[src/rtl/sbox_layer_serial.sv]
// sbox_layer_serial: serial Spongent sBoxLayer, one byte (two nibbles) per cycle, streams byte index, done pulse.
// Optional lCounter injection at start is compiled in with SBOX_LAYER_LCOUNTER_EN.
module sbox_layer_serial #(
  parameter int NSBOX   = 33,
  parameter int STATE_W = 264,
  parameter int LC_W    = 8,
  parameter int IDX_W   = 6
) (
  input  logic               clk,
  input  logic               rst,
  input  logic               start,
  input  logic [STATE_W-1:0] state_in,
  input  logic [LC_W-1:0]    lc_in,
  output logic               busy,
  output logic               byte_valid,
  output logic [IDX_W-1:0]   byte_idx,
  output logic               done,
  output logic [STATE_W-1:0] state_out
);
  typedef enum logic [1:0] {IDLE, RUN, DONE} state_e;
  // nibble x maps to SBOX[4x+3:4x]
  localparam logic [63:0] SBOX = 64'h63C958A7F4120BDE;
  localparam logic [IDX_W-1:0] LAST = IDX_W'(NSBOX - 1);
`ifdef SBOX_LAYER_LCOUNTER_EN
  localparam bit LC_EN = 1'b1;
`else
  localparam bit LC_EN = 1'b0;
`endif
  function automatic logic [7:0] sub_byte(input logic [7:0] b);
    return {SBOX[{b[7:4], 2'b00} +: 4], SBOX[{b[3:0], 2'b00} +: 4]};
  endfunction
  state_e               fsm_q, fsm_d;
  logic [STATE_W-1:0]   work_q, work_d, state_out_q, state_out_d, inj;
  logic [IDX_W-1:0]     cnt_q, cnt_d, byte_idx_q, byte_idx_d;
  logic                 busy_q, busy_d, done_q, done_d, byte_valid_q, byte_valid_d;
  logic [LC_W-1:0]      lc_rev;
  assign lc_rev = {<<{lc_in}};
  assign inj = LC_EN ? {lc_rev, {(STATE_W - 2*LC_W){1'b0}}, lc_in} : '0;
  always_comb begin
    fsm_d        = fsm_q;
    work_d       = work_q;
    cnt_d        = cnt_q;
    busy_d       = busy_q;
    done_d       = 1'b0;
    byte_valid_d = 1'b0;
    byte_idx_d   = byte_idx_q;
    state_out_d  = state_out_q;
    case (fsm_q)
      IDLE: if (start) begin
        work_d = state_in ^ inj;
        cnt_d  = '0;
        busy_d = 1'b1;
        fsm_d  = RUN;
      end
      RUN: begin
        work_d[{cnt_q, 3'b000} +: 8] = sub_byte(work_q[{cnt_q, 3'b000} +: 8]);
        byte_valid_d = 1'b1;
        byte_idx_d   = cnt_q;
        cnt_d        = (cnt_q == LAST) ? cnt_q : cnt_q + IDX_W'(1);
        fsm_d        = (cnt_q == LAST) ? DONE : RUN;
      end
      DONE: begin
        state_out_d = work_q;
        done_d      = 1'b1;
        busy_d      = 1'b0;
        fsm_d       = IDLE;
      end
      default: fsm_d = IDLE;
    endcase
  end
  always_ff @(posedge clk or negedge rst) begin
    if (!rst) begin
      fsm_q        <= IDLE;
      work_q       <= '0;
      cnt_q        <= '0;
      busy_q       <= 1'b0;
      done_q       <= 1'b0;
      byte_valid_q <= 1'b0;
      byte_idx_q   <= '0;
      state_out_q  <= '0;
    end else begin
      fsm_q        <= fsm_d;
      work_q       <= work_d;
      cnt_q        <= cnt_d;
      busy_q       <= busy_d;
      done_q       <= done_d;
      byte_valid_q <= byte_valid_d;
      byte_idx_q   <= byte_idx_d;
      state_out_q  <= state_out_d;
    end
  end
  assign busy       = busy_q;
  assign done       = done_q;
  assign byte_valid = byte_valid_q;
  assign byte_idx   = byte_idx_q;
  assign state_out  = state_out_q;
endmodule

[config.mk]
export PLATFORM = sky130hd
export DESIGN_NAME = sbox_layer_serial
export DESIGN_NICKNAME = d
export VERILOG_FILES = /design/src/rtl/sbox_layer_serial.sv
export SDC_FILE = /design/constraint.sdc
export NUM_CORES = 1
export LEC_CHECK = 0
export CAP_MARGIN = 20
export CORE_MARGIN = 2
export CORE_UTILIZATION = 51
export DETAILED_ROUTE_END_ITERATION = 6
export PLACE_DENSITY = 0.8
export SKIP_CTS_REPAIR_TIMING = 1
export SLEW_MARGIN = 20
export SYNTH_ARGS = -nofsm -noshare
export SYNTH_HDL_FRONTEND = slang
export SYNTH_SLANG_ARGS = --single-unit
export TNS_END_PERCENT = 10
[constraint.sdc]
create_clock -name clk -period 4.6 [get_ports clk]
set_input_delay 0.92 -clock clk [delete_from_list [all_inputs] [get_ports clk]]
set_output_delay 0.92 -clock clk [all_outputs]
set_load 0.01 [all_outputs]
==> results of run 1 <==
## kinds of logic (layout without fill, tap and decap cells)
| kind of cell | after synthesis | in the layout |
|---|---|---|
| and+or+nand+nor | 1137 | 1137 |
| AOI/OAI and AO/OA | 661 | 661 |
| DFF | 545 | 545 |
| buffers and inverters | 218 | 748 |
| muxes | 107 | 107 |
| xor gates and xnor gates | 12 | 12 |
| adders and majority gates | 9 | 9 |
| other | 0 | 8 |
## worst max-delay path, stage by stage, from the launching register on
cell	delay, ns
dfrtp_4	0.96
mux4_2	0.64
mux2i_1	0.36
nor2_1	0.11
nor4_1	0.51
o31ai_4	0.21
mux2i_1	0.23
xnor2_4	0.64
buf_4	0.37
o21ai_0	0.15
## stage by stage
| stage | power [uW] | util [%] |
|---|---|---|
| final | 26400 | 68.2 |
| after floorplan | 14600 | - |
| after global routing | 27000 | 68.1 |
| after global placement | 20700 | 64.2 |
| after detailed placement | 21000 | 64.2 |
| after CTS | 25800 | 68.1 |
## power by group through the flow
stage	Clock (uW)	Sequential, uW	Combinational [uW]
after CTS	4760	7640	13400
after global routing	4950	7840	14200
after floorplan	0	7040	7520
after detailed placement	0	7720	13300
after global placement	0	7690	13100
final	4760	7770	13900
## layout by cell type, fill, tap and decap left out, types with 6 or more instances in the layout
master	netlist	layout
nor2b_1	6	6
o22ai_1	79	79
clkdlybuf4s50_1	0	538
o21ai_1	19	19
diode_2	0	8
mux2i_1	58	57
nand3_1	13	13
a2111oi_2	17	17
bufinv_16	0	6
nor4_1	6	6
clkbuf_1	122	16
a22o_1	10	10
a221oi_1	32	32
a211oi_2	8	9
nor2_2	7	7
nor2_1	199	199
clkbuf_8	0	13
nand2_1	785	784
mux4_2	40	40
inv_1	40	40
and3_1	86	86
a2111oi_0	18	18
nor3_1	9	9
o21ai_0	109	109
a21oi_1	287	287
nand2b_4	4	6
clkbuf_16	0	57
a2111oi_1	7	7
buf_12	0	9
dfrtp_1	545	543
a211oi_1	51	50
buf_4	3	58
ha_1	9	9
## synthesized netlist by cell type (all sizes together) (33+ instances only)
master,n,area share [%]
a2111oi,42,1.9
a211oi,59,1.9
a21oi,287,5.7
a221oi,33,1.2
and3,86,2.1
buf,53,1.4
clkbuf,122,1.8
dfrtp,545,54
inv,42,0.62
mux2i,62,2.5
mux4,41,3.7
nand2,785,12
nor2,206,3.1
o21ai,130,2.6
o22ai,79,2.0
## registers in the layout, summed over array words and instances, names as in the netlist
register and cells:
state_out 264, work_q 264, byte_idx 6, cnt_q 6, fsm_q 2, busy 1, byte_valid 1, done 1
## area by class of cell
type / instances / area [sq um] / area share, %
Antenna cell: 8 / 20.0 / 0.0600
Clock buffer: 86 / 1670 / 4.99
Clock inverter: 13 / 221 / 0.664
Inverter: 43 / 166 / 0.499
Multi-Input combinational cell: 1926 / 10800 / 32.4
Sequential cell: 545 / 13600 / 40.9
Tap cell: 664 / 831 / 2.49
Timing Repair Buffer: 606 / 6020 / 18.0
## per-layer routing
metal | share of wire [%] | global-route usage (%)
met1 | 37 | 54.5
met2 | 45 | 60.9
met3 | 13 | 11.4
met4 | 5.1 | 18.4
met5 | 0.17 | 0
## path summary, 6_finish.rpt
kind | slack [ns] | cells past startpoint | end
max reg2reg | 0.24 | 9 | work_q[152]$_DFFE_PN0P_
max in group asynchronous | 3.09 | 2 | work_q[167]$_DFFE_PN0P_
min in group clk | 0.47 | 2 | state_out[207]$_DFFE_PN0P_
min | 0.36 | 1 | state_out[61]$_DFFE_PN0P_
max | 0.24 | 9 | work_q[152]$_DFFE_PN0P_
min reg2reg | 0.47 | 2 | state_out[207]$_DFFE_PN0P_
==> impl_results.md, run 1 <==
- Status: completed
- First-pass GRT wire length: 153,000 microns
- Height of the die: 227 microns
- Clock transition at path regs: 0.07 ns
- Residual DRC: 0
- CTS Buffer Depth: 3
- Core Box Area: 0.0490 sq mm
- Switching Share: 48.4%
- Final setup margin: 0.237 ns
- Placed Cells: 3,784
- Synth Flop Type: dfrtp_1
- Reg-to-reg startpoint: cnt_q[0]$_DFFE_PN0P_
- Area Growth Syn to Fin: 31.8%
- Clk pwr share: 18.0%
- Die W: 227 microns
- TritonCTS Buffers: 55
- Fmax: 229 MHz
- Synth Cell Area: 0.0253 sq mm
- Setup crit start: cnt_q[0]$_DFFE_PN0P_
- Max-Cap Viols: 0
- Design Area, Final: 0.0334 sq mm
- Async set-reset flop share out of synthesis: 100%
- Largest family of logic cells by synthesized area: simple AND/OR/NAND/NOR gates
- Power density over the cells: 791 mW/mm^2
- Worst rel slew slack: 29.1%
- Mux share of post-synthesis cell area: 6.40%
- Req. time, crit path: 5.08 ns
- Port bufs: 539
- Row count: 81
- DR WL/cell: 26.9 microns
- Arr. time, crit path: 4.84 ns
- Die area: 0.0514 sq mm
- H-Tree Depth: 2
- Final number of hold-violating endpoints: 0
- Simple-gate share of the synthesized area: 18.5%
- Sw Pwr: 12,800 uW
- Vias in the first global route: 24.0k
- Global Route Usage Sum: 40.4%
- Int Pwr: 13,600 uW
- Critical path class: reg -> reg
- Reg power frac: 29.4%
- Pre-Repair DR Iteration Count: 6
- EDFF count, synth: 0
- Root buffer cell: clkbuf_16
- I/O pins: 548
- Comb power frac: 52.5%
- Adder-cell area share of the yosys netlist: 0.445%
- Vias per cell: 6.26
- CP Max Fanout: 37
- Final setup viols: 0
- Max-slew violations: 0
- Placed inst area: 0.0314 sq mm
- Clk Latency, worst-skew pair: 0.63 ns
- RSZ-0062 raised after global routing: false
- Crit end category: flop
- Clk_skew: 0.0239 ns
- Share of cells above drive strength 1: 8.14%
- CTS tree: built
- Peak VDD IR: 1.49 mV
- Post-DP HPWL: 74,100 microns
- Setup TNS: 0 ns
- Number of synthesized register bits: 545
- Cells after synthesis: 2,689
- Post-synth net total: 2,973
- Synth Warn #: 0
- Filler cells: 3,778
- Syn Area/Cell: 9.41 sq um
- Iteration-0 DRC Markers: 3,482
- Sequential area share after synthesis: 53.9%
- Antenna viol nets, final: 0
- Compound-Gate Fraction of Synth Area: 16.5%
- Yosys cell types: 72
- Slew @ Worst Pin: 1.06 ns
- Post-Layout Cell Count: 3,891
- Largest net degree at the start of global routing: 148
- Grt ovf: 0
- Final-stage net count: 3,461
- Initial antenna violation count: 13
- Worst hold-check path type: in -> async
- Clock Sinks: 545
- Synth Area in XOR/XNOR: 0.504%
- Starting Density: 51.7%
- Worst setup SP type: flop
- Min cycle time layout: 4.36 ns
- Final Cycle Share: 94.9%
- Global placement routability congestion: 0.959
- Final WL: 105,000 microns
- Via Count: 24.4k
- P_leak: 0.0156 uW
- Hold WS: 0.357 ns
- Post-placement worst setup slack: 0.269 ns
(Power assumes the default switching activity.)
==> run 2: changes to the inputs <==
Settings changed: ABC_CLOCK_PERIOD_IN_PS set to 4600, CORE_MARGIN 2 to 10, HOLD_SLACK_MARGIN set to 0.08.
==> impl_results.md, run 2 (synthesized netlist as in run 1, its figures left out) <==
- Core Box Area: 0.0491 sq mm
- Largest net degree at the start of global routing: 115
- Clock transition at path regs: 0.07 ns
- Area occupied by multi-input gates: 0.0108 sq mm
- Comb power frac: 53.6%
- Post-DP HPWL: 78,700 microns
- Clock Sinks: 545
- Starting Density: 51.6%
- Int Pwr: 13,400 uW
- Post-placement worst setup slack: 0.275 ns
- Sw Pwr: 13,000 uW
- Sequential standard cell area: 0.0136 sq mm
- Vias per cell: 6.26
- Vias in the first global route: 24.0k
- Filler cells: 3,864
- Via Count: 24.4k
- Final Cycle Share: 93.3%
- Share of cells above drive strength 1: 8.29%
- CP max stage cell: xnor2_4
- CP max stage delay: 0.90 ns
- Setup TNS: 0 ns
- Commonest non-fill, non-tap cell in the layout: nand2_1
- Final setup margin: 0.307 ns
- Global Route Usage Sum: 35.4%
- Placed Cells: 3,783
- Final setup viols: 0
- Min cycle time layout: 4.29 ns
- Status: completed
- Worst hold-check path type: in -> async
- Initial antenna violation count: 13
- Max-slew violations: 0
- Iteration-0 DRC Markers: 3,346
- Antenna viol nets, final: 0
- Residual DRC: 0
- Max-Cap Viols: 0
- Root buffer cell: clkbuf_16
- I/O pins: 548
- Commonest cells after routing, fill and taps aside: nand2_1 (784), dfrtp_1 (543), clkdlybuf4s50_1 (538)
- Peak VDD IR: 1.31 mV
- P_leak: 0.0156 uW
- Worst setup SP type: flop
- RSZ-0062 raised after global routing: false
- TritonCTS Buffers: 55
- CP Max Fanout: 22
- Switching Share: 49.3%
- Flop-to-flop setup slack: 0.31 ns
- CTS Buffer Depth: 3
- Pre-Repair DR Iteration Count: 7
- Worst R2R Path Depth: 11
- Power density over the cells: 792 mW/mm^2
- Height of the die: 243 microns
- Port bufs: 539
- Req. time, crit path: 5.06 ns
- Grt ovf: 0
- Post-Layout Cell Count: 3,891
- Die W: 243 microns
- Clk_skew: 0.0168 ns
- Die area: 0.0589 sq mm
- Arr. time, crit path: 4.75 ns
- Clk Latency, worst-skew pair: 0.62 ns
- CTS tree: built
- Final number of hold-violating endpoints: 0
- Clk pwr share: 17.2%
- Worst rel slew slack: 28.4%
- CP cell instances: buf_12, mux4_2, mux2i_1, nor2_1, nor4_1, buf_4, o31ai_4, mux2i_1, xnor2_4, buf_12, a2111oi_2
- H-Tree Depth: 2
- Final WL: 109,000 microns
- Crit end category: flop
- First-pass GRT wire length: 158,000 microns
- Global placement routability congestion: 0.966
- Critical path class: reg -> reg
- DR WL/cell: 27.9 microns
- Row count: 81
- Final-stage net count: 3,461
- Slew @ Worst Pin: 1.07 ns
- Area Growth Syn to Fin: 31.6%
- Reg power frac: 29.2%
- Fmax: 233 MHz
[run 2: changes by cell type in the layout (fill, tap and decap cells not counted)]
cell / before / now
clkinv_2: 5 / 14
buf_12: 9 / 14
buf_4: 58 / 53
clkbuf_1: 16 / 11
bufinv_16: 6 / 2
clkbuf_8: 13 / 10
clkinvlp_4: 1 / 3
a211oi_1: 50 / 51
a211oi_2: 9 / 8
clkinv_4: 1 / 2
diode_2: 8 / 7
inv_8: 0 / 1
[run 2: path summary, 6_finish.rpt]
kind	startpoint	to
hold reg to reg	state_out[184]$_DFFE_PN0P_	state_out[184]$_DFFE_PN0P_
max in group asynchronous	rst	work_q[215]$_DFFE_PN0P_
hold / removal	rst	work_q[59]$_DFFE_PN0P_
setup reg to reg	cnt_q[0]$_DFFE_PN0P_	work_q[136]$_DFFE_PN0P_
min in group clk	state_out[184]$_DFFE_PN0P_	state_out[184]$_DFFE_PN0P_
setup / recovery	cnt_q[0]$_DFFE_PN0P_	work_q[136]$_DFFE_PN0P_
[run 2: worst max-delay path: cells and delay by family, from the launching register on]
| kind | cells | cell delay [ns] |
|---|---|---|
| XOR/XNOR | 1 | 0.90 |
| AND/OR/NAND/NOR | 2 | 0.43 |
| AO/OA/AOI/OAI | 2 | 0.21 |
| multiplexers | 3 | 1.09 |
| flip-flops | 1 | 0.75 |
| buffers and inverters | 3 | 0.70 |
[run 2: cell type report]
| type | instances | share of cell area, % |
|---|---|---|
| timing repair buffer | 606 | 18.2 |
| multi-input combinational | 1926 | 32.4 |
| clock buffer | 78 | 4.82 |
| inverter | 43 | 0.499 |
| sequential | 545 | 41.0 |
| clock inverter | 22 | 0.545 |
| antenna | 7 | 0.0526 |
| tap | 664 | 2.49 |
[run 2: power groups by stage]
stage	Sequential (uW)	Combinational, uW	Clock (uW)
finish	7710	14200	4530
global placement	7660	13200	0
floorplan	7040	7520	0
CTS	7640	13400	4550
detailed placement	7710	13400	0
global route	7780	14400	4730
[run 2: metal layers]
layer | track usage, % | share of wire [%]
met1 | 44.9 | 37
met4 | 16.4 | 4.7
met3 | 11.6 | 12
met2 | 54.1 | 45
met5 | 0 | 0.063
[run 2: stage by stage]
stage	total power, uW	utilization [%]	hold slack (ns)	cell area [sq um]
2_1_floorplan	14600	-	0.453	25300
3_3_place_gp	20800	64.2	0.460	31500
3_5_place_dp	21100	64.2	0.462	31500
4_1_cts	25600	67.8	0.346	33300
5_1_grt	26900	67.9	0.387	33300
6_report	26400	67.9	0.343	33300
